<file path="config.mk">
export PLATFORM = sky130hd
export DESIGN_NAME = mdu
export DESIGN_NICKNAME = d
export VERILOG_FILES = /design/src/rtl/mdu_pkg.sv /design/src/rtl/mdu_signfix.sv /design/src/rtl/mdu.sv
export SDC_FILE = /design/constraint.sdc
export NUM_CORES = 1
export LEC_CHECK = 0
export CAP_MARGIN = 20
export CORE_ASPECT_RATIO = 0.5
export CORE_UTILIZATION = 45
export DETAILED_ROUTE_END_ITERATION = 10
export PLACE_DENSITY = 0.69
export SYNTH_ARGS = -nofsm -noshare
export SYNTH_HDL_FRONTEND = slang
export SYNTH_HIERARCHICAL = 1
export SYNTH_SLANG_ARGS = --single-unit
</file>
<file path="constraint.sdc">
create_clock -name clk -period 4.05 [get_ports clk]
set_input_delay 0.6075 -clock clk [delete_from_list [all_inputs] [get_ports clk]]
set_output_delay 0.6075 -clock clk [all_outputs]
set_load 0.03 [all_outputs]
</file>
<file path="src/rtl/mdu_pkg.sv">
// rtl/mdu_pkg.sv - shared MDUOp control encodings and opcode decode helpers
package mdu_pkg;

    // MDUOp encodings, kept beside the ALUOp codes in the control decode
    localparam logic [2:0] MDU_NOP   = 3'b000;
    localparam logic [2:0] MDU_MULT  = 3'b001;
    localparam logic [2:0] MDU_MULTU = 3'b010;
    localparam logic [2:0] MDU_DIV   = 3'b011;
    localparam logic [2:0] MDU_DIVU  = 3'b100;
    localparam logic [2:0] MDU_MTHI  = 3'b101;
    localparam logic [2:0] MDU_MTLO  = 3'b110;

    // True for the four iterative operations that occupy the unit
    function automatic logic is_muldiv(input logic [2:0] op);
        return (op == MDU_MULT) || (op == MDU_MULTU) ||
               (op == MDU_DIV)  || (op == MDU_DIVU);
    endfunction

    function automatic logic is_divide(input logic [2:0] op);
        return (op == MDU_DIV) || (op == MDU_DIVU);
    endfunction

    function automatic logic is_signed_op(input logic [2:0] op);
        return (op == MDU_MULT) || (op == MDU_DIV);
    endfunction

endpackage

</file>
<file path="src/rtl/mdu_signfix.sv">
// rtl/mdu_signfix.sv - conditional two's-complement negate
// Ports:
//   din  : value to condition
//   neg  : 1 = output -din, 0 = pass din through
//   dout : conditioned value
module mdu_signfix #(
    parameter int W = 32
) (
    input  logic [W-1:0] din,
    input  logic         neg,
    output logic [W-1:0] dout
);

    assign dout = neg ? (~din + W'(1)) : din;

endmodule

</file>
<file path="src/rtl/mdu.sv">
// rtl/mdu.sv - sequential multiply/divide unit with architectural HI/LO
// Ports:
//   clk, rstn  : rising-edge clock, asynchronous active-low reset
//   start      : launch MDUOp; only sampled while busy is low
//   MDUOp      : MULT/MULTU/DIV/DIVU/MTHI/MTLO/NOP
//   A, B       : rs / rt operands
//   busy       : mul/div in flight (front-end stall)
//   done       : one-cycle pulse when HI/LO first show a mul/div result
//   HI, LO     : architectural result registers
module mdu
    import mdu_pkg::*;
#(
    parameter int WIDTH = 32
) (
    input  logic             clk,
    input  logic             rstn,
    input  logic             start,
    input  logic [2:0]       MDUOp,
    input  logic [WIDTH-1:0] A,
    input  logic [WIDTH-1:0] B,
    output logic             busy,
    output logic             done,
    output logic [WIDTH-1:0] HI,
    output logic [WIDTH-1:0] LO
);

    localparam int CW = $clog2(WIDTH);

    typedef enum logic [1:0] {
        S_IDLE  = 2'd0,
        S_RUN   = 2'd1,
        S_FIXUP = 2'd2
    } state_t;

    state_t state, state_nxt;

    logic [CW-1:0]      cnt;
    logic               busy_q, done_q;
    logic [WIDTH-1:0]   hi_q, lo_q;

    // Operation latches
    logic               op_div;     // divide (else multiply)
    logic               op_dz;      // divide by zero: commit raw A, all-ones LO
    logic               neg_q;      // negate product / quotient at fixup
    logic               neg_r;      // negate remainder at fixup (dividend sign)
    logic [WIDTH-1:0]   dvsr;       // |multiplicand| or |divisor|
    logic [2*WIDTH-1:0] prod;       // multiply accumulator; low half holds the shifting multiplier
    logic [WIDTH-1:0]   quo;        // dividend shifting out, quotient bits shifting in
    logic [WIDTH-1:0]   rem;        // settled partial remainder (always < divisor)

    logic accept, op_md, op_dv, op_sg, dz;

    assign accept = start & ~busy_q;
    assign op_md  = is_muldiv(MDUOp);
    assign op_dv  = is_divide(MDUOp);
    assign op_sg  = is_signed_op(MDUOp);
    assign dz     = op_dv && (B == '0);

    // Operand absolute values for the signed forms
    logic [WIDTH-1:0] a_abs, b_abs;

    mdu_signfix #(.W(WIDTH)) u_abs_a (.din(A), .neg(op_sg & A[WIDTH-1]), .dout(a_abs));
    mdu_signfix #(.W(WIDTH)) u_abs_b (.din(B), .neg(op_sg & B[WIDTH-1]), .dout(b_abs));

    // Result sign correction
    logic [2*WIDTH-1:0] prod_fix;
    logic [WIDTH-1:0]   quo_fix, rem_fix;

    mdu_signfix #(.W(2*WIDTH)) u_fix_prod (.din(prod), .neg(neg_q), .dout(prod_fix));
    mdu_signfix #(.W(WIDTH))   u_fix_quo  (.din(quo),  .neg(neg_q), .dout(quo_fix));
    mdu_signfix #(.W(WIDTH))   u_fix_rem  (.din(rem),  .neg(neg_r), .dout(rem_fix));

    // Shift-add step: add multiplicand if the current multiplier bit is set,
    // then shift the whole accumulator right; the carry lands in the top bit.
    logic [WIDTH:0]     mul_sum;
    logic [2*WIDTH-1:0] prod_nxt;

    assign mul_sum  = {1'b0, prod[2*WIDTH-1:WIDTH]} + {1'b0, (prod[0] ? dvsr : '0)};
    assign prod_nxt = {mul_sum, prod[WIDTH-1:1]};

    // Restoring divide step on the 33-bit partial remainder. When the trial
    // subtraction succeeds the difference is below the divisor, so a
    // WIDTH-bit subtract is exact.
    logic [WIDTH:0]   div_shift;
    logic             qbit;
    logic [WIDTH-1:0] div_diff, rem_nxt;

    assign div_shift = {rem, quo[WIDTH-1]};
    assign qbit      = (div_shift >= {1'b0, dvsr});
    assign div_diff  = div_shift[WIDTH-1:0] - dvsr;
    assign rem_nxt   = qbit ? div_diff : div_shift[WIDTH-1:0];

    always_ff @(posedge clk or negedge rstn) begin
        if (!rstn) state <= S_IDLE;
        else       state <= state_nxt;
    end

    always_comb begin
        state_nxt = state;
        case (state)
            S_IDLE:  if (accept && op_md) state_nxt = dz ? S_FIXUP : S_RUN;
            S_RUN:   if (cnt == CW'(WIDTH-1)) state_nxt = S_FIXUP;
            S_FIXUP: state_nxt = S_IDLE;
            default: state_nxt = S_IDLE;
        endcase
    end

    always_ff @(posedge clk or negedge rstn) begin
        if (!rstn) begin
            cnt    <= '0;
            busy_q <= 1'b0;
            done_q <= 1'b0;
            hi_q   <= '0;
            lo_q   <= '0;
            op_div <= 1'b0;
            op_dz  <= 1'b0;
            neg_q  <= 1'b0;
            neg_r  <= 1'b0;
            dvsr   <= '0;
            prod   <= '0;
            quo    <= '0;
            rem    <= '0;
        end else begin
            done_q <= 1'b0;
            case (state)
                S_IDLE: begin
                    if (accept) begin
                        if (op_md) begin
                            busy_q <= 1'b1;
                            cnt    <= '0;
                            op_div <= op_dv;
                            op_dz  <= dz;
                            neg_q  <= op_sg & (A[WIDTH-1] ^ B[WIDTH-1]);
                            neg_r  <= op_sg & op_dv & A[WIDTH-1];
                            dvsr   <= op_dv ? b_abs : a_abs;
                            prod   <= {{WIDTH{1'b0}}, b_abs};
                            // divide by zero returns the raw dividend in HI
                            quo    <= dz ? A : a_abs;
                            rem    <= '0;
                        end else if (MDUOp == MDU_MTHI) begin
                            hi_q <= A;
                        end else if (MDUOp == MDU_MTLO) begin
                            lo_q <= A;
                        end
                    end
                end
                S_RUN: begin
                    cnt <= cnt + CW'(1);
                    if (op_div) begin
                        rem <= rem_nxt;
                        quo <= {quo[WIDTH-2:0], qbit};
                    end else begin
                        prod <= prod_nxt;
                    end
                end
                S_FIXUP: begin
                    busy_q <= 1'b0;
                    done_q <= 1'b1;
                    if (op_dz) begin
                        hi_q <= quo;
                        lo_q <= '1;
                    end else if (op_div) begin
                        hi_q <= rem_fix;
                        lo_q <= quo_fix;
                    end else begin
                        hi_q <= prod_fix[2*WIDTH-1:WIDTH];
                        lo_q <= prod_fix[WIDTH-1:0];
                    end
                end
                default: ;
            endcase
        end
    end

    assign busy = busy_q;
    assign done = done_q;
    assign HI   = hi_q;
    assign LO   = lo_q;

endmodule

</file>
==> reports/qor.txt <==
==============================================================================
Share of the synthesized area in the top cell type                       29.5%
GP Congestion                                                             1.01
Data required time at the worst endpoint                               4540 ps
Transition time at the pin with the least slew margin                  1140 ps
Number of synthesized flops with an enable pin                               0
P&R area growth vs syn                                                   14.7%
Top routing layer in use                                                  met5
Drt first-iter violations                                                 2726
Largest cells by area after synthesis                             dfrtp_1 (30%), xnor2_1 (9.1%), mux2i_1 (6.5%)
Slew Limit Fails                                                             0
Count of final hold-check violations                                         0
Cell type contributing the most total cell area after synthesis        dfrtp_1
Synth Cell Area                                                    20100 sq um
Overall routed net length                                             72900 um
Antenna violations before repair                                             3
Detailed placement HPWL                                               54400 um
Length of routed wiring on met1                                       32300 um
Met2 wire length                                                      29600 um
Share of the cycle needed by the critical path after routing             90.1%
Kind of critical path                                             flip-flop to flip-flop
Primary flip-flop cell chosen by synthesis mapping                     dfrtp_1
Residual antenna-violating net count after detailed routing                  0
Remaining DRCs                                                               0
Post-Synthesis Mean Instance Area                                   8.26 sq um
Gate Count Post-Synth                                                     2433
Total Negative Setup Slacks                                               0 ps
Worst clock skew on the final layout                                   36.0 ps
Endpoint type of the worst setup path                                flip-flop
P_leak                                                                 9.44 nW
Type of origin of the critical path                                  flip-flop
Number of global-route vias before repair                                17600
Highest clock rate                                                   0.274 GHz
Fin nets                                                                  2651
Worst voltage drop across the vdd grid                                  269 uV
Run status                                                        complete, no violations
RSZ-0062 raised after global routing                                        no
Drt pass-1 iters                                                             6
Type of the most critical hold path                               input pin to async pin
Chip height                                                             151 um
First-pass GRT wire length                                           110000 um
Post-placement cell area                                           22100 sq um
PostCTS Resize Cnt                                                           0
Die outline width                                                       301 um
Clock slew at reported path FFs                                          60 ps
Finish-stage setup viols                                                     0
Starting density of the core                                             45.9%
Maximum fanout along the worst path                                         17
Synthesized Nets                                                          2576
Highest-count cells in the layout ignoring fill and taps          nand2_1 (281), o21ai_0 (234), dfrtp_1 (233)
Maximum level of the CTS H-tree                                              1
Distinct cell type count of the synthesized netlist                         86
TritonCTS clock tree                                                       yes
Die footprint                                                      45600 sq um
Core outline area                                                  43800 sq um
Most common library cell in the layout ignoring fill and taps          nand2_1
Avg WL per Cell                                                        23.4 um
Total clock buffers created by CTS                                          26
Hold Buf Count CTS                                                           0
Register bit count reported by yosys                                       237
Num rows                                                                    54
I/O pins                                                                   136
Sequential element share of the synthesized area                         29.5%
Max Root-Sink Buffers                                                        3
Via/cell ratio                                                            6.28
Pwr/cell area                                                      266 nW/um^2
Post-CTS setup buffer count                                                  0
Ratio of cells with drive above 1 in the final layout                    9.30%
Cell at the root of the clock tree                                   clkbuf_16
Worst endpoint data arrival time                                       4150 ps
Global-route congestion overflow total                                       0
Number of clock sinks seen by CTS                                          237
Relative max-transition margin                                           23.8%
Pin count of the biggest net entering global routing                        99
Count of vias placed by the detailed router                              19600
Total of max-cap violations                                                  0
Worst skew pair latency                                                 590 ps
Number of inserted diodes                                                    0
Worst-case register-to-register setup slack                             400 ps
Share of synthesized registers carrying an async set or reset             100%
Finished Cell Area                                                 23000 sq um
Met3 routed wirelength                                                 8630 um
Number of buffer cells added on primary ports                              135
Final critical path time including I/O delays and setup                3650 ps
Yosys Warn Count                                                             6
Global router's overall resource usage                                   31.5%
==============================================================================
[power by group]
group          switching, mW  leakage, nW  internal [mW]
clock network           1.12        0.446           1.48
logic                  0.615         6.05          0.386
registers              0.115         2.94           2.42
[through the flow]
| step | total power [mW] | setup WS [ps] | cells | hold slack (ps) | utilization [%] |
|---|---|---|---|---|---|
| after floorplan | 3.09 | 939 | 2433 | 312 | - |
| after global placement | 3.53 | 436 | 3067 | 464 | 50.5 |
| after detailed placement | 3.54 | 332 | 3067 | 470 | 50.5 |
| after CTS | 6.11 | 283 | 3114 | 142 | 52.6 |
| after global routing | 6.32 | 216 | 3115 | 161 | 52.6 |
| final | 6.13 | 399 | 3115 | 106 | 52.6 |
[cell usage after synthesis (31+ instances only)]
cell	n
o22ai_1	33
o21ai_0	234
nand3_1	124
buf_1	31
a21oi_1	184
dfrtp_1	237
nand2_1	282
ha_1	71
clkbuf_1	99
o31ai_1	61
inv_1	66
xnor2_1	209
mux2_2	32
and2_1	39
mux2i_1	130
nor2_1	173
[layer usage]
| layer | track usage (%) | up-vias |
|---|---|---|
| li1 | - | 8919 |
| met1 | 46.8 | 9460 |
| met2 | 44.2 | 1026 |
| met3 | 8.22 | 150 |
| met4 | 8.98 | 2 |
| met5 | 0 | - |
[critical path: stages, from the launching register on]
cell	delay [ps]
dfrtp_1	500
ha_1	480
nand4_2	240
a211oi_2	240
nor2_1	110
a21oi_2	220
o21ai_1	110
a311o_1	370
o21ai_2	720
buf_4	360
nand3_1	100
nand3_1	120
[area by class of cell]
type / instances / area, sq um
timing repair buffer: 189 / 1820
clock buffer: 33 / 737
inverter: 67 / 251
fill: 4122 / 20700
sequential: 237 / 5940
multi-input combinational: 1987 / 13400
tap: 588 / 736
clock inverter: 14 / 165
[state kept, by name (all words and copies together) (netlist names)]
name and count:
prod 64, HI 32, LO 32, dvsr 32
quo 32, rem 32, cnt 5, state 2
busy 1, done 1, neg_q 1, neg_r 1
op_div 1, op_dz 1
[final timing paths]
kind | endpoint | cells after the start | from
min in group clk | LO[22] | 2 | LO[22]
max in group asynchronous | op_div | 2 | rstn
setup reg to reg | rem[10] | 11 | rem[10]
hold / removal | rem[26] | 1 | rstn
setup / recovery | rem[10] | 11 | rem[10]
hold reg to reg | LO[22] | 2 | LO[22]
[cells by family (layout without fill, tap and decap cells)]
family	after synthesis	count (layout)	share of synthesized area, %
xor+xnor	238	238	10.4
buf+inv	209	303	4.07
compound gates	684	684	21.6
fa+ha+maj	73	73	4.62
mux	162	162	8.27
flops	237	237	29.5
simple gates	830	830	21.6
Note: power is estimated with default switching activity, not from simulation.
